[src/rtl/mempipe_arb_if.sv]
// Request packet type and the mm0/mm1 arbiter bus. The arbiter takes the slave
// side; the load/store/fill queues and the L1 pipe sit on the master side.
package mempipe_arb_pkg;
   typedef struct packed {
      logic [3:0] id;
      logic [1:0] op;
      logic [9:0] addr;
   } t_mempipe_arb;
endpackage

interface mempipe_arb_if #(parameter int SET_W = 6);
   import mempipe_arb_pkg::*;

   logic             pipe_stall_mm0;
   logic             ld_req_mm0;
   logic             st_req_mm0;
   logic             fl_req_mm0;
   t_mempipe_arb     ld_req_pkt_mm0;
   t_mempipe_arb     st_req_pkt_mm0;
   t_mempipe_arb     fl_req_pkt_mm0;
   logic [SET_W-1:0] ld_set_mm0;
   logic [SET_W-1:0] st_set_mm0;
   logic [SET_W-1:0] fl_set_mm0;
   logic             ld_gnt_mm0;
   logic             st_gnt_mm0;
   logic             fl_gnt_mm0;
   logic             req_valid_mm1;
   t_mempipe_arb     req_pkt_mm1;
   logic [SET_W-1:0] set_addr_mm1;

   modport slave (
      input  pipe_stall_mm0, ld_req_mm0, st_req_mm0, fl_req_mm0,
             ld_req_pkt_mm0, st_req_pkt_mm0, fl_req_pkt_mm0,
             ld_set_mm0, st_set_mm0, fl_set_mm0,
      output ld_gnt_mm0, st_gnt_mm0, fl_gnt_mm0,
             req_valid_mm1, req_pkt_mm1, set_addr_mm1
   );

   modport master (
      output pipe_stall_mm0, ld_req_mm0, st_req_mm0, fl_req_mm0,
             ld_req_pkt_mm0, st_req_pkt_mm0, fl_req_pkt_mm0,
             ld_set_mm0, st_set_mm0, fl_set_mm0,
      input  ld_gnt_mm0, st_gnt_mm0, fl_gnt_mm0,
             req_valid_mm1, req_pkt_mm1, set_addr_mm1
   );
endinterface

[src/rtl/mempipe_arb.sv]
// Mem pipeline arbiter: picks one of load/store/fill in mm0 and registers the
// winner into mm1. Fill-first, load/store round-robin, starvation override.
module mempipe_arb
   import mempipe_arb_pkg::*;
#(
   parameter int STARVE_LIMIT = 8,
   parameter int HAZ_DEPTH    = 4,
   parameter int SET_W        = 6
) (
   input  logic         clk,
   input  logic         reset,
   mempipe_arb_if.slave bus
);
   localparam logic [3:0] LIMIT = 4'(STARVE_LIMIT);

   logic [HAZ_DEPTH-1:0]            haz_vld;
   logic [HAZ_DEPTH-1:0][SET_W-1:0] haz_set;
   logic [3:0] ld_cnt, st_cnt, fl_cnt;
   logic       rr;
   logic       ld_haz, st_haz;
   logic       ld_ok, st_ok, fl_ok;
   logic       ld_gnt, st_gnt, fl_gnt, any_gnt;
   t_mempipe_arb     win_pkt;
   logic [SET_W-1:0] win_set;

   // A fill granted this cycle is not in the window yet; it wins anyway.
   always_comb begin
      ld_haz = 1'b0;
      st_haz = 1'b0;
      for (int i = 0; i < HAZ_DEPTH; i++) begin
         if (haz_vld[i] && haz_set[i] == bus.ld_set_mm0) ld_haz = 1'b1;
         if (haz_vld[i] && haz_set[i] == bus.st_set_mm0) st_haz = 1'b1;
      end
   end

   assign ld_ok = bus.ld_req_mm0 && !bus.pipe_stall_mm0 && !ld_haz;
   assign st_ok = bus.st_req_mm0 && !bus.pipe_stall_mm0 && !st_haz;
   assign fl_ok = bus.fl_req_mm0 && !bus.pipe_stall_mm0;

   always_comb begin
      ld_gnt = 1'b0;
      st_gnt = 1'b0;
      fl_gnt = 1'b0;
      if (!reset) begin
         if (fl_ok && fl_cnt == LIMIT)      fl_gnt = 1'b1;
         else if (st_ok && st_cnt == LIMIT) st_gnt = 1'b1;
         else if (ld_ok && ld_cnt == LIMIT) ld_gnt = 1'b1;
         else if (fl_ok)                    fl_gnt = 1'b1;
         else if (ld_ok && st_ok) begin
            if (rr) st_gnt = 1'b1;
            else    ld_gnt = 1'b1;
         end
         else if (ld_ok)                    ld_gnt = 1'b1;
         else if (st_ok)                    st_gnt = 1'b1;
      end
   end

   assign any_gnt = ld_gnt | st_gnt | fl_gnt;

   always_comb begin
      win_pkt = bus.ld_req_pkt_mm0;
      win_set = bus.ld_set_mm0;
      if (fl_gnt) begin
         win_pkt = bus.fl_req_pkt_mm0;
         win_set = bus.fl_set_mm0;
      end else if (st_gnt) begin
         win_pkt = bus.st_req_pkt_mm0;
         win_set = bus.st_set_mm0;
      end
   end

   assign bus.ld_gnt_mm0 = ld_gnt;
   assign bus.st_gnt_mm0 = st_gnt;
   assign bus.fl_gnt_mm0 = fl_gnt;

   // Counts every denied cycle (stall and hazard too), saturating at the limit.
   function automatic logic [3:0] nxt_cnt(logic req, logic gnt, logic [3:0] cnt);
      if (!req || gnt)  return 4'd0;
      if (cnt == LIMIT) return cnt;
      return cnt + 4'd1;
   endfunction

   always_ff @(posedge clk) begin
      if (reset) begin
         haz_vld           <= '0;
         haz_set           <= '0;
         ld_cnt            <= '0;
         st_cnt            <= '0;
         fl_cnt            <= '0;
         rr                <= 1'b0;
         bus.req_valid_mm1 <= 1'b0;
         bus.req_pkt_mm1   <= '0;
         bus.set_addr_mm1  <= '0;
      end else begin
         for (int i = HAZ_DEPTH - 1; i > 0; i--) begin
            haz_vld[i] <= haz_vld[i-1];
            haz_set[i] <= haz_set[i-1];
         end
         haz_vld[0] <= fl_gnt;
         haz_set[0] <= bus.fl_set_mm0;
         ld_cnt <= nxt_cnt(bus.ld_req_mm0, ld_gnt, ld_cnt);
         st_cnt <= nxt_cnt(bus.st_req_mm0, st_gnt, st_cnt);
         fl_cnt <= nxt_cnt(bus.fl_req_mm0, fl_gnt, fl_cnt);
         if (ld_gnt)      rr <= 1'b1;
         else if (st_gnt) rr <= 1'b0;
         bus.req_valid_mm1 <= any_gnt;
         if (any_gnt) begin
            bus.req_pkt_mm1  <= win_pkt;
            bus.set_addr_mm1 <= win_set;
         end
      end
   end
endmodule
[src/flat_wrapper.sv]
// flat-port wrapper written by rule: the top's interface ports become plain ports
module mempipe_arb_flat import mempipe_arb_pkg::*;
#(
   parameter int STARVE_LIMIT = 8,
   parameter int HAZ_DEPTH    = 4,
   parameter int SET_W        = 6
)
  (clk, reset, bus_pipe_stall_mm0, bus_ld_req_mm0, bus_st_req_mm0, bus_fl_req_mm0, bus_ld_req_pkt_mm0, bus_st_req_pkt_mm0, bus_fl_req_pkt_mm0, bus_ld_set_mm0, bus_st_set_mm0, bus_fl_set_mm0, bus_ld_gnt_mm0, bus_st_gnt_mm0, bus_fl_gnt_mm0, bus_req_valid_mm1, bus_req_pkt_mm1, bus_set_addr_mm1);
  mempipe_arb_if #(.SET_W(SET_W)) bus_i ();
  input  logic clk;
  input  logic reset;
  input wire logic [$bits(bus_i.pipe_stall_mm0)-1:0] bus_pipe_stall_mm0;
  input wire logic [$bits(bus_i.ld_req_mm0)-1:0] bus_ld_req_mm0;
  input wire logic [$bits(bus_i.st_req_mm0)-1:0] bus_st_req_mm0;
  input wire logic [$bits(bus_i.fl_req_mm0)-1:0] bus_fl_req_mm0;
  input wire logic [$bits(bus_i.ld_req_pkt_mm0)-1:0] bus_ld_req_pkt_mm0;
  input wire logic [$bits(bus_i.st_req_pkt_mm0)-1:0] bus_st_req_pkt_mm0;
  input wire logic [$bits(bus_i.fl_req_pkt_mm0)-1:0] bus_fl_req_pkt_mm0;
  input wire logic [$bits(bus_i.ld_set_mm0)-1:0] bus_ld_set_mm0;
  input wire logic [$bits(bus_i.st_set_mm0)-1:0] bus_st_set_mm0;
  input wire logic [$bits(bus_i.fl_set_mm0)-1:0] bus_fl_set_mm0;
  output wire logic [$bits(bus_i.ld_gnt_mm0)-1:0] bus_ld_gnt_mm0;
  output wire logic [$bits(bus_i.st_gnt_mm0)-1:0] bus_st_gnt_mm0;
  output wire logic [$bits(bus_i.fl_gnt_mm0)-1:0] bus_fl_gnt_mm0;
  output wire logic [$bits(bus_i.req_valid_mm1)-1:0] bus_req_valid_mm1;
  output wire logic [$bits(bus_i.req_pkt_mm1)-1:0] bus_req_pkt_mm1;
  output wire logic [$bits(bus_i.set_addr_mm1)-1:0] bus_set_addr_mm1;
  assign bus_i.pipe_stall_mm0 = bus_pipe_stall_mm0;
  assign bus_i.ld_req_mm0 = bus_ld_req_mm0;
  assign bus_i.st_req_mm0 = bus_st_req_mm0;
  assign bus_i.fl_req_mm0 = bus_fl_req_mm0;
  assign bus_i.ld_req_pkt_mm0 = bus_ld_req_pkt_mm0;
  assign bus_i.st_req_pkt_mm0 = bus_st_req_pkt_mm0;
  assign bus_i.fl_req_pkt_mm0 = bus_fl_req_pkt_mm0;
  assign bus_i.ld_set_mm0 = bus_ld_set_mm0;
  assign bus_i.st_set_mm0 = bus_st_set_mm0;
  assign bus_i.fl_set_mm0 = bus_fl_set_mm0;
  assign bus_ld_gnt_mm0 = bus_i.ld_gnt_mm0;
  assign bus_st_gnt_mm0 = bus_i.st_gnt_mm0;
  assign bus_fl_gnt_mm0 = bus_i.fl_gnt_mm0;
  assign bus_req_valid_mm1 = bus_i.req_valid_mm1;
  assign bus_req_pkt_mm1 = bus_i.req_pkt_mm1;
  assign bus_set_addr_mm1 = bus_i.set_addr_mm1;
  mempipe_arb #(.STARVE_LIMIT(STARVE_LIMIT), .HAZ_DEPTH(HAZ_DEPTH), .SET_W(SET_W)) u_core (.clk(clk), .reset(reset), .bus(bus_i));
endmodule
[config.mk]
export PLATFORM = sky130hd
export DESIGN_NAME = mempipe_arb_flat
export DESIGN_NICKNAME = d
export VERILOG_FILES = /design/src/rtl/mempipe_arb_if.sv /design/src/rtl/mempipe_arb.sv /design/src/flat_wrapper.sv
export SDC_FILE = /design/constraint.sdc
export NUM_CORES = 1
export LEC_CHECK = 0
export ABC_AREA = 1
export CAP_MARGIN = 5
export CORE_MARGIN = 4
export CORE_UTILIZATION = 25
export CTS_CLUSTER_SIZE = 40
export DETAILED_ROUTE_END_ITERATION = 8
export GPL_TIMING_DRIVEN = 0
export MAX_ROUTING_LAYER = met4
export SYNTH_ARGS = -nofsm -noshare
export SYNTH_HDL_FRONTEND = slang
export SYNTH_SLANG_ARGS = --single-unit
export TNS_END_PERCENT = 20
[constraint.sdc]
create_clock -name clk -period 2.1 [get_ports clk]
set_input_delay 0.315 -clock clk [delete_from_list [all_inputs] [get_ports clk]]
set_output_delay 0.315 -clock clk [all_outputs]
set_load 0.005 [all_outputs]
; ---- Yosys cells after proc, flatten, opt, wreduce, memory -nomap -nowiden
; Index checks and enable logic that the tools add are counted.
[op_classes]
n_eq_ne = 14
reduce_logical = 27
n_mux = 63
n_mul = 0
n_shift = 0
magnitude_cmp = 0
div_mod_pow = 0
add_sub_neg = 3
bitwise = 2
[ops]
columns = cell, count
row1 = equality test 6 bit, 8
row2 = two-way mux 4 bit, 12
row3 = two-way mux 1 bit, 47
row4 = two-way mux 16 bit, 2
row5 = logical AND 1 bit, 17
row6 = adder 4 x 1 -> 4 bit (second input constant), 3
row7 = equality test 4 bit (second input constant), 3
row8 = two-way mux 6 bit, 2
row9 = logical NOT 1 bit, 6
row10 = != test 3 bit (second input constant), 2
row11 = logical OR 1 bit, 3
row12 = != test 3 x 2 -> 1 bit (second input constant), 1
row13 = OR 1 bit, 2
row14 = nonzero test 2 bit, 1
[totals]
elab_cells = 123
ff_bits = 64
latchBits = 0
out_inout_bits = 26
romBits = 0
mem_bits_rw = 0
n_memories = 0
in_bits = 72

; ---- Depth between registers and ports, before layout
; Gate-level depths: netlist of the first run.
[depth]
ltp_word = 23
ltp_mapped = 20
mapped_depth_nobuf = 18

; ---- Worst setup path after synthesis of the first run
; Ideal clock, no wire load.
[synth_path]
path_kind = register -> register
start = register u_core.fl_cnt[0]
end = register, netlist name u_core.bus.req_pkt_mm1[7]
t_required_ns = 1.987
slack_ns = 0.148
period_less_slack_ns = 1.952
setup_ns = 0.113
path_stages_with_launch = 16
arrival_ns = 1.839
n_path_buf = 1
cell_sequence = dfxtp_1 -> inv_1 -> ha_1 -> nand3_1 -> nor2_1 -> nor2_2 -> inv_1 -> nor2_2 -> nand2_4 -> nand2_4 -> nor2_4 -> buf_4 -> nand2_1 -> nand2_1 -> nand2_1 -> nand2_1
[synth_between]
elab_chain_cells = 6
elab_cells_between_ends = 12
cone_classes = eq/ne: 1 / mux: 8 / bitwise: 2 / reduce/logical: 1
[synth_rtl]
columns = element, line
row1 = "start, declared", mempipe_arb.sv:18  ; logic [3:0] ld_cnt, st_cnt, fl_cnt;
row2 = "start signal, assigned", mempipe_arb.sv:103  ; fl_cnt <= nxt_cnt(bus.fl_req_mm0, fl_gnt, fl_cnt);
row3 = equality test 4 bit (*), mempipe_arb.sv:45  ; if (fl_ok && fl_cnt == LIMIT) fl_gnt = 1'b1;
row4 = logical AND 1 bit (*), mempipe_arb.sv:45
row5 = two-way mux 1 bit, mempipe_arb.sv:45
row6 = two-way mux 1 bit, mempipe_arb.sv:44  ; if (!reset) begin
row7 = two-way mux 16 bit or OR 1 bit (tied branches), "mempipe_arb.sv:66, mempipe_arb.sv:58"
row8 = two-way mux 16 bit or OR 1 bit (tied branches), "mempipe_arb.sv:63, mempipe_arb.sv:58"
; Every way passes the cells marked *; elsewhere a longest branch is shown, timed or not.
; A chain may end at the register's enable or synchronous reset.

; ---- Final worst setup path of the first run
[layout_path]
start = register u_core.haz_set[11] in the netlist's numbering
end = output port bus_fl_gnt_mm0
[layout_between]
elab_chain_cells = 12
elab_cells_between_ends = 20
cone_classes = eq/ne: 2 / mux: 10 / reduce/logical: 8
[layout_rtl]
columns = element, line
row1 = "start, declared", mempipe_arb.sv:17  ; logic [HAZ_DEPTH-1:0][SET_W-1:0] haz_set;
row2 = "start signal, assigned by index", mempipe_arb.sv:97  ; haz_set[i] <= haz_set[i-1];
row3 = equality test 6 bit, mempipe_arb.sv:31  ; if (haz_vld[i] && haz_set[i] == bus.ld_set_mm0) ld_haz = 1'b1;
row4 = logical AND 1 bit, mempipe_arb.sv:31
row5 = two-way mux 1 bit (3 in series), mempipe_arb.sv:31
row6 = logical NOT 1 bit, mempipe_arb.sv:36  ; assign ld_ok = bus.ld_req_mm0 && !bus.pipe_stall_mm0 && !ld_haz;
row7 = logical AND 1 bit, mempipe_arb.sv:36
row8 = logical AND 1 bit, mempipe_arb.sv:47  ; else if (ld_ok && ld_cnt == LIMIT) ld_gnt = 1'b1;
row9 = two-way mux 1 bit, mempipe_arb.sv:47
row10 = two-way mux 1 bit (*), mempipe_arb.sv:46  ; else if (st_ok && st_cnt == LIMIT) st_gnt = 1'b1;
row11 = two-way mux 1 bit (*), mempipe_arb.sv:45
row12 = two-way mux 1 bit (*), mempipe_arb.sv:44
row13 = "end, declared", flat_wrapper.sv:24  ; output wire logic [$bits(bus_i.fl_gnt_mm0)-1:0] bus_fl_gnt_mm0;
; Marks and branches as above.

==> results of run 1 <==
-- stage by stage --
| step | util [%] | power [W] | cells | area (um2) |
|---|---|---|---|---|
| 2_1_floorplan | - | 0.00161 | 583 | 3670 |
| 3_3_place_gp | 33.5 | 0.00192 | 862 | 4850 |
| 3_5_place_dp | 33.5 | 0.00192 | 862 | 4850 |
| 4_1_cts | 37.3 | 0.00341 | 897 | 5400 |
| 5_1_grt | 38.0 | 0.00355 | 902 | 5510 |
| 6_report | 38.0 | 0.00341 | 902 | 5510 |
-- layer usage --
layer  wire [um]  up-vias  part of all wire (%)  GRT usage (%)
li1            -     2064                     -              -
met1        5580     1701                    47           18.9
met2        5250      111                    44           23.3
met3         937       12                   7.8           4.74
met4         176        0                   1.5           3.95
met5           0        -                     0              -
-- cell type report --
class	count	share of cell area (%)
timing repair buffer	119	21.3
tap	184	4.18
buffer	18	2.43
sequential	64	23.6
clock inverter	4	0.818
multi-input combinational	429	38.3
clock buffer	12	4.29
inverter	72	5.04
-- power groups by stage --
stage	clock network (W)	registers (W)	logic, W
2_1_floorplan	0	0.00134	0.000268
3_3_place_gp	0	0.00134	0.000579
3_5_place_dp	0	0.00134	0.000579
4_1_cts	0.00148	0.00132	0.000609
5_1_grt	0.00153	0.00133	0.000694
6_report	0.00146	0.00132	0.000623
-- cell families (layout without fill, tap and decap cells) --
logic type      count (synthesis)  count (layout)  synth area share [%]
compound gates                 35              35                  5.66
xor+xnor                       12              12                  2.86
fa+ha+maj                       6               6                  2.04
buf+inv                        90             225                  10.2
flops                          64              64                  34.9
simple gates                  376             376                  44.3
-- worst register-to-register path: stages, from the launching register on --
cell and delay [ns]:
dfxtp_1 0.35, inv_1 0.08, nand2_1 0.06, nand2_1 0.04, nor2_1 0.08, nand2_1 0.09, nor2_2 0.18, nor2_4 0.06
nand4_4 0.09, buf_4 0.14, nand2_4 0.06, nand2_8 0.10, buf_12 0.14, nand2_8 0.06, nor2_4 0.14, buf_6 0.14
nor2_1 0.05, nor2_1 0.08, nor2_1 0.05
-- cell usage in the layout (no fill, tap or decap), types with 16 or more instances in the layout --
cell / Yosys / final
dfxtp_1: 64 / 48
nand3_1: 45 / 42
inv_2: 17 / 24
inv_1: 55 / 45
nand2_1: 225 / 220
buf_4: 6 / 23
dfxtp_2: 0 / 16
clkdlybuf4s50_1: 0 / 82
nor2_1: 67 / 62
-- final timing paths --
path	end	slack, ns	depth (start not counted)
worst max register to register	u_core.bus.set_addr_mm1[0]$_SDFFE_PP0P_	-0.01	18
worst min register to register	u_core.haz_vld[1]$_SDFF_PP0_	0.44	2
worst min-delay path	u_core.haz_vld[1]$_SDFF_PP0_	0.44	2
worst max-delay path	bus_fl_gnt_mm0	-0.13	10
-- registers in the layout (all words and copies together), names as in the netlist --
name,count
u_core.bus.req_pkt_mm1,16
u_core.bus.req_valid_mm1,1
u_core.bus.set_addr_mm1,6
u_core.fl_cnt,4
u_core.haz_set,24
u_core.haz_vld,4
u_core.ld_cnt,4
u_core.rr,1
u_core.st_cnt,4
-- timing repair --
action / 4_1_cts / 5_1_grt
pin swaps: 17 / 25
setup endpoints to repair: 37 / 38
resized for setup: 81 / 35
setup buffers: 19 / 4
cloned: 0 / 1
==> flow_summary.toml, run 1 <==
[status]
outcome = "finished, violations left"
violations = "setup timing"

[final_layout]
drive_gt1_share_pct = 19.6
layout.nets = 791
seqCellArea_um2 = 1300
antenna-diode-count = 0
multi_input_area_um2 = 2110
area.growth.synth_to_final_pct = 50.1
nFillCells = 1549

[power_and_ir_drop]
internal_power_w = 0.00252
seq_power_share_pct = 38.8
p_per_area_nw_per_um2 = 619
power_switching_w = 0.000888
p_sw_share_pct = 26.0
p_leak_nw = 2.53
power_frac_comb_pct = 18.3
ir_worst_vdd_v = 0.000416
clkPwrFrac_pct = 43.0

[route]
viasPerCell = 4.31
vias = 3888
drcViolationCount = 0
first_pass_iters = 4
drtAntennaViolNets = 0
wl_per_cell_um = 13.2
totalWireLength_um = 11900
drtIter0Drc = 130

[yosys]
synth_top_area_share_pct = 34.9
ys_top_cells_by_count = "225 x nand2_1, 67 x nor2_1, 64 x dfxtp_1, 55 x inv_1, 45 x nand3_1"
synthesis.nets = 661
yosysTopAreaCell = "dfxtp_1"
ys_seq_area_share_pct = 34.9
synth.most_common_cell = "nand2_1"
synth.area.top_cells = "dfxtp_1 35%, nand2_1 23%, nor2_1 6.9%"
synth_edf_count = 0
ys.flop_type = "dfxtp_1"
yosysWarnings = 0
synth_seq_cells = 64
synth_cell_types = 32
syn_area_per_cell_um2 = 6.30
postSynthCellCount = 583
synth-async-reset-ratio_pct = 0
syn_area_um2 = 3670

[global_route]
grt_pass1_wl_um = 19100
grt_antenna_before_repair = 0
grt_pass1_vias = 3884
gr-total-overflow = 0
grtUsageTotal_pct = 15.0
grt_max_degree = 11

[sta]
finalCritPeriodShare_pct = 106
finalHoldViolations = 0
max_freq_ghz = 0.448
min_period_ns = 2.23
setup-violations-final = 4
setup_total_negative_slack_ns = -0.303
max-slew-margin-rel_pct = 65.1
slew_violations = 0
fin_hold_ws_ns = 0.444
fin_skew_ns = 0.00842
worstMarginPinSlew_ns = 0.523
layout_setup_ws_ns = -0.132
rsz0062_at_grt = "true"

[clock_network]
h-tree-depth = 3
clk_pin_slew_ns = 0.05
clk_latency_ns = 0.33
cts_buffers = 9
root_buffer = "clkbuf_16"
cts_tree = "done"
holdBufCountCts = 0
clockBufferDepth = 2
clkSinkCount = 64

[hold_path]
min_path_type = "flop to flop"
hold_start = "u_core.haz_vld[0]$_SDFF_PP0_"

[setup_path]
cp_slowest_stage_delay_ns = 0.39
critical-path-top-delay-family = "simple AND/OR/NAND/NOR gates"
cp-start-kind = "flop"
r2r-start = "u_core.haz_set[4]$_SDFF_PP0_"
cp-end-kind = "output pin"
path_cells = "xnor2_1 > nand3_1 > nor2_2 > nor2_2 > nand4_1 > buf_4 > nand3_4 > a21oi_4 > buf_6 > buf_6"
critPathRequiredTime_ns = 1.78
worst-path-buf-inv = 3
cp-startpoint = "u_core.haz_set[11]$_SDFF_PP0_"
slowest_stage = "dfxtp_1"
path_class = "flop to output pin"
worstPathArrival_ns = 1.92
crit_path_max_fanout = 4

[floorplanning]
fp.dieH_um = 129
ios = 98
die_x_um = 129
design.core.area_um2 = 14500
start_util_pct = 25.4
die-area_um2 = 16700
rows = 44

[placed_design]
dp_slack_ns = -1.22
place_congestion = 0.856
dp_hpwl_um = 9010
port-buffer-count = 95

[run]
maxCapViolations = 0
Note: power is estimated with default switching activity, not from simulation.
==> inputs of run 2 (changes only) <==
--- a/config.mk
+++ b/config.mk
@@ -9,7 +9,7 @@
 export CAP_MARGIN = 5
 export CORE_MARGIN = 4
 export CORE_UTILIZATION = 25
-export CTS_CLUSTER_SIZE = 40
+export CTS_CLUSTER_SIZE = 24
 export DETAILED_ROUTE_END_ITERATION = 8
 export GPL_TIMING_DRIVEN = 0
 export MAX_ROUTING_LAYER = met4
==> results of run 2 <==
Final layout, timing and power as in run 1 (identical DEF).
==> inputs of run 3 (changes only) <==
--- a/config.mk
+++ b/config.mk
@@ -7,12 +7,16 @@
 export LEC_CHECK = 0
 export ABC_AREA = 1
 export CAP_MARGIN = 5
+export CELL_PAD_IN_SITES_DETAIL_PLACEMENT = 0
+export CELL_PAD_IN_SITES_GLOBAL_PLACEMENT = 2
 export CORE_MARGIN = 4
-export CORE_UTILIZATION = 25
+export CORE_UTILIZATION = 23
+export CTS_BUF_LIST = sky130_fd_sc_hd__clkbuf_8
 export CTS_CLUSTER_SIZE = 24
 export DETAILED_ROUTE_END_ITERATION = 8
 export GPL_TIMING_DRIVEN = 0
 export MAX_ROUTING_LAYER = met4
+export PLACE_DENSITY_LB_ADDON = 0.1
 export SYNTH_ARGS = -nofsm -noshare
 export SYNTH_HDL_FRONTEND = slang
 export SYNTH_SLANG_ARGS = --single-unit
==> run 3 against run 2 <==
Compared with the run above: the flow still finishes with violations (setup timing); worst setup slack worse by 0.089 ns; worst hold slack better by 0.015 ns; sequential cell count unchanged; clock skew up 0.0044 ns; final area up 2.2%; combinational power up 4.2%; critical endpoint unchanged; highest routed layer unchanged.
==> flow_summary.toml, run 3 (synthesis results as in run 1) <==
[setup_path]
cp_slowest_stage_delay_ns = 0.35
cp-end-kind = "output pin"
path_cells = "dlygate4sd2_1 > inv_2 > a21oi_2 > nand3_2 > nor2_1 > nor2_4 > nand4_1 > buf_4 > nand3_4 > a21oi_4 > buf_6 > buf_6"
critPathRequiredTime_ns = 1.78
reg2reg_to = "u_core.bus.set_addr_mm1[0]$_SDFFE_PP0P_"
cp-start-kind = "input port"
worst-path-buf-inv = 5
r2r-start = "u_core.haz_set[15]$_SDFF_PP0_"
critical-path-top-delay-family = "buffers and inverters"
reg2reg_slack_ns = -0.11
slowest_stage = "dlygate4sd2_1"
reg2reg_depth = 17
worstPathArrival_ns = 2.01
crit_path_max_fanout = 5
path_class = "input port to output pin"
cpMostUsedCell = "buf_6"

[clock_network]
clockBufferDepth = 2
cts_buffers = 9
clkSinkCount = 64
clk_latency_ns = 0.37
h-tree-depth = 3
clk_pin_slew_ns = 0.08
root_buffer = "clkbuf_8"
cts_tree = "done"

[hold_path]
min_delay_path_depth = 2
hold_start = "u_core.haz_set[2]$_SDFF_PP0_"
min_path_type = "flop to flop"
hold_end = "u_core.haz_set[8]$_SDFF_PP0_"

[sta]
finalCritPeriodShare_pct = 111
setup_total_negative_slack_ns = -1.56
slew_violations = 0
min_period_ns = 2.32
max-slew-margin-rel_pct = 55.9
fin_skew_ns = 0.0128
max_freq_ghz = 0.431
finalHoldViolations = 0
rsz0062_at_grt = "true"
layout_setup_ws_ns = -0.221
worstMarginPinSlew_ns = 0.661
setup-violations-final = 25

[global_route]
grtUsageTotal_pct = 16.0
gr-total-overflow = 0
grt_pass1_wl_um = 21400
grt_antenna_before_repair = 0
grt_pass1_vias = 4059
grt_max_degree = 13

[power_and_ir_drop]
p_total_w = 0.00344
p_per_area_nw_per_um2 = 612
p_leak_nw = 2.56
ir_worst_vdd_v = 0.000270

[floorplanning]
die-area_um2 = 18000
rows = 45
start_util_pct = 23.8
design.core.area_um2 = 15400
fp.dieH_um = 134
die_x_um = 134
ios = 98

[final_layout]
antenna-diode-count = 0
final-instance-count-excl-fill = 933
final_common_cell = "nand2_1"
layout.nets = 795
layout_common_cells = "219 x nand2_1, 82 x clkdlybuf4s50_1, 58 x nor2_1"
regMostFlops = "u_core.haz_set"
top_regs = "u_core.haz_set (24), u_core.bus.req_pkt_mm1 (16), u_core.bus.set_addr_mm1 (6)"
nFillCells = 1741
drive_gt1_share_pct = 20.8
area.growth.synth_to_final_pct = 53.3
largest_reg_flops = 24

[placed_design]
dp_cells = 889
place_congestion = 0.816
port-buffer-count = 95
dp_hpwl_um = 10700

[route]
drtAntennaViolNets = 0
vias = 4005
viasPerCell = 4.29
drcViolationCount = 0
totalWireLength_um = 13900
drtIter0Drc = 154
first_pass_iters = 4
wl_per_cell_um = 14.9

[status]
outcome = "finished, violations left"
violations = "setup timing"

[run]
maxCapViolations = 0
run 3: what timing repair did:
item,CTS,global route
cloned,0,1
resized for setup,63,64
pin swaps,17,18
setup buffers,16,12
hold endpoints to repair,0,0
endpoints found under the setup margin,36,37
hold buffers,0,0
run 3: final cells by class:
class	count	area [um2]	area share (%)
inverter	72	280	4.98
buffer	17	145	2.58
tap	211	264	4.69
clock inverter	7	144	2.56
multi-input combinational	429	2170	38.6
timing repair buffer	124	1200	21.4
clock buffer	9	124	2.20
sequential	64	1300	23.1
run 3: layer usage:
metal,track usage [%],vias up,part of all wire [%],routed length [um]
met5,-,-,0,0
li1,-,2072,-,-
met3,4.05,13,4.0,556
met4,3.96,0,1.2,161
met2,27.5,89,50,6990
met1,18.7,1831,44,6170
run 3: worst max path at each step:
stage                                   from                                      to  slack, ns  cells after the start
3_3_place_gp               bus_ld_set_mm0[2]                          bus_fl_gnt_mm0      -1.24                     13
4_1_cts        u_core.haz_set[15]$_SDFF_PP0_                          bus_fl_gnt_mm0      -0.26                     13
6_report                   bus_ld_set_mm0[0]                          bus_fl_gnt_mm0      -0.22                     12
3_5_place_dp               bus_ld_set_mm0[0]                          bus_fl_gnt_mm0      -1.24                     13
2_1_floorplan  u_core.fl_cnt[0]$_SDFFE_PP0P_  u_core.bus.req_pkt_mm1[7]$_SDFFE_PP0P_       0.15                     15
5_1_grt        u_core.haz_set[19]$_SDFF_PP0_                          bus_fl_gnt_mm0      -0.34                     13
run 3: worst register-to-register path: stages, from the launching register on:
cell	delay [ns]
dfxtp_2	0.33
inv_2	0.07
nand2_2	0.06
o21ai_1	0.10
nor2_2	0.07
nand2_1	0.08
nor2_2	0.05
nor2_4	0.17
nand4_4	0.13
buf_6	0.15
nand3_4	0.08
a21oi_4	0.07
buf_4	0.19
nor2_4	0.19
buf_8	0.15
nor2_1	0.05
nor2_1	0.10
nor2_1	0.05
run 3: power breakdown:
part / total, W / switching (W) / internal, W
Clock: 0.00147 / 0.000562 / 0.000910
Sequential: 0.00132 / 0.0000430 / 0.00128
Combinational: 0.000649 / 0.000317 / 0.000332
Total: 0.00344 / 0.000922 / 0.00252
run 3: metrics by stage:
stage / utilization (%) / area (um2) / hold slack (ns) / setup WS, ns
6_report: 36.5 / 5630 / 0.459 / -0.221
4_1_cts: 34.8 / 5370 / 0.433 / -0.260
5_1_grt: 36.5 / 5630 / 0.478 / -0.340
3_3_place_gp: 31.7 / 4890 / 0.454 / -1.24
3_5_place_dp: 31.7 / 4890 / 0.458 / -1.24
2_1_floorplan: - / 3670 / 0.421 / 0.148
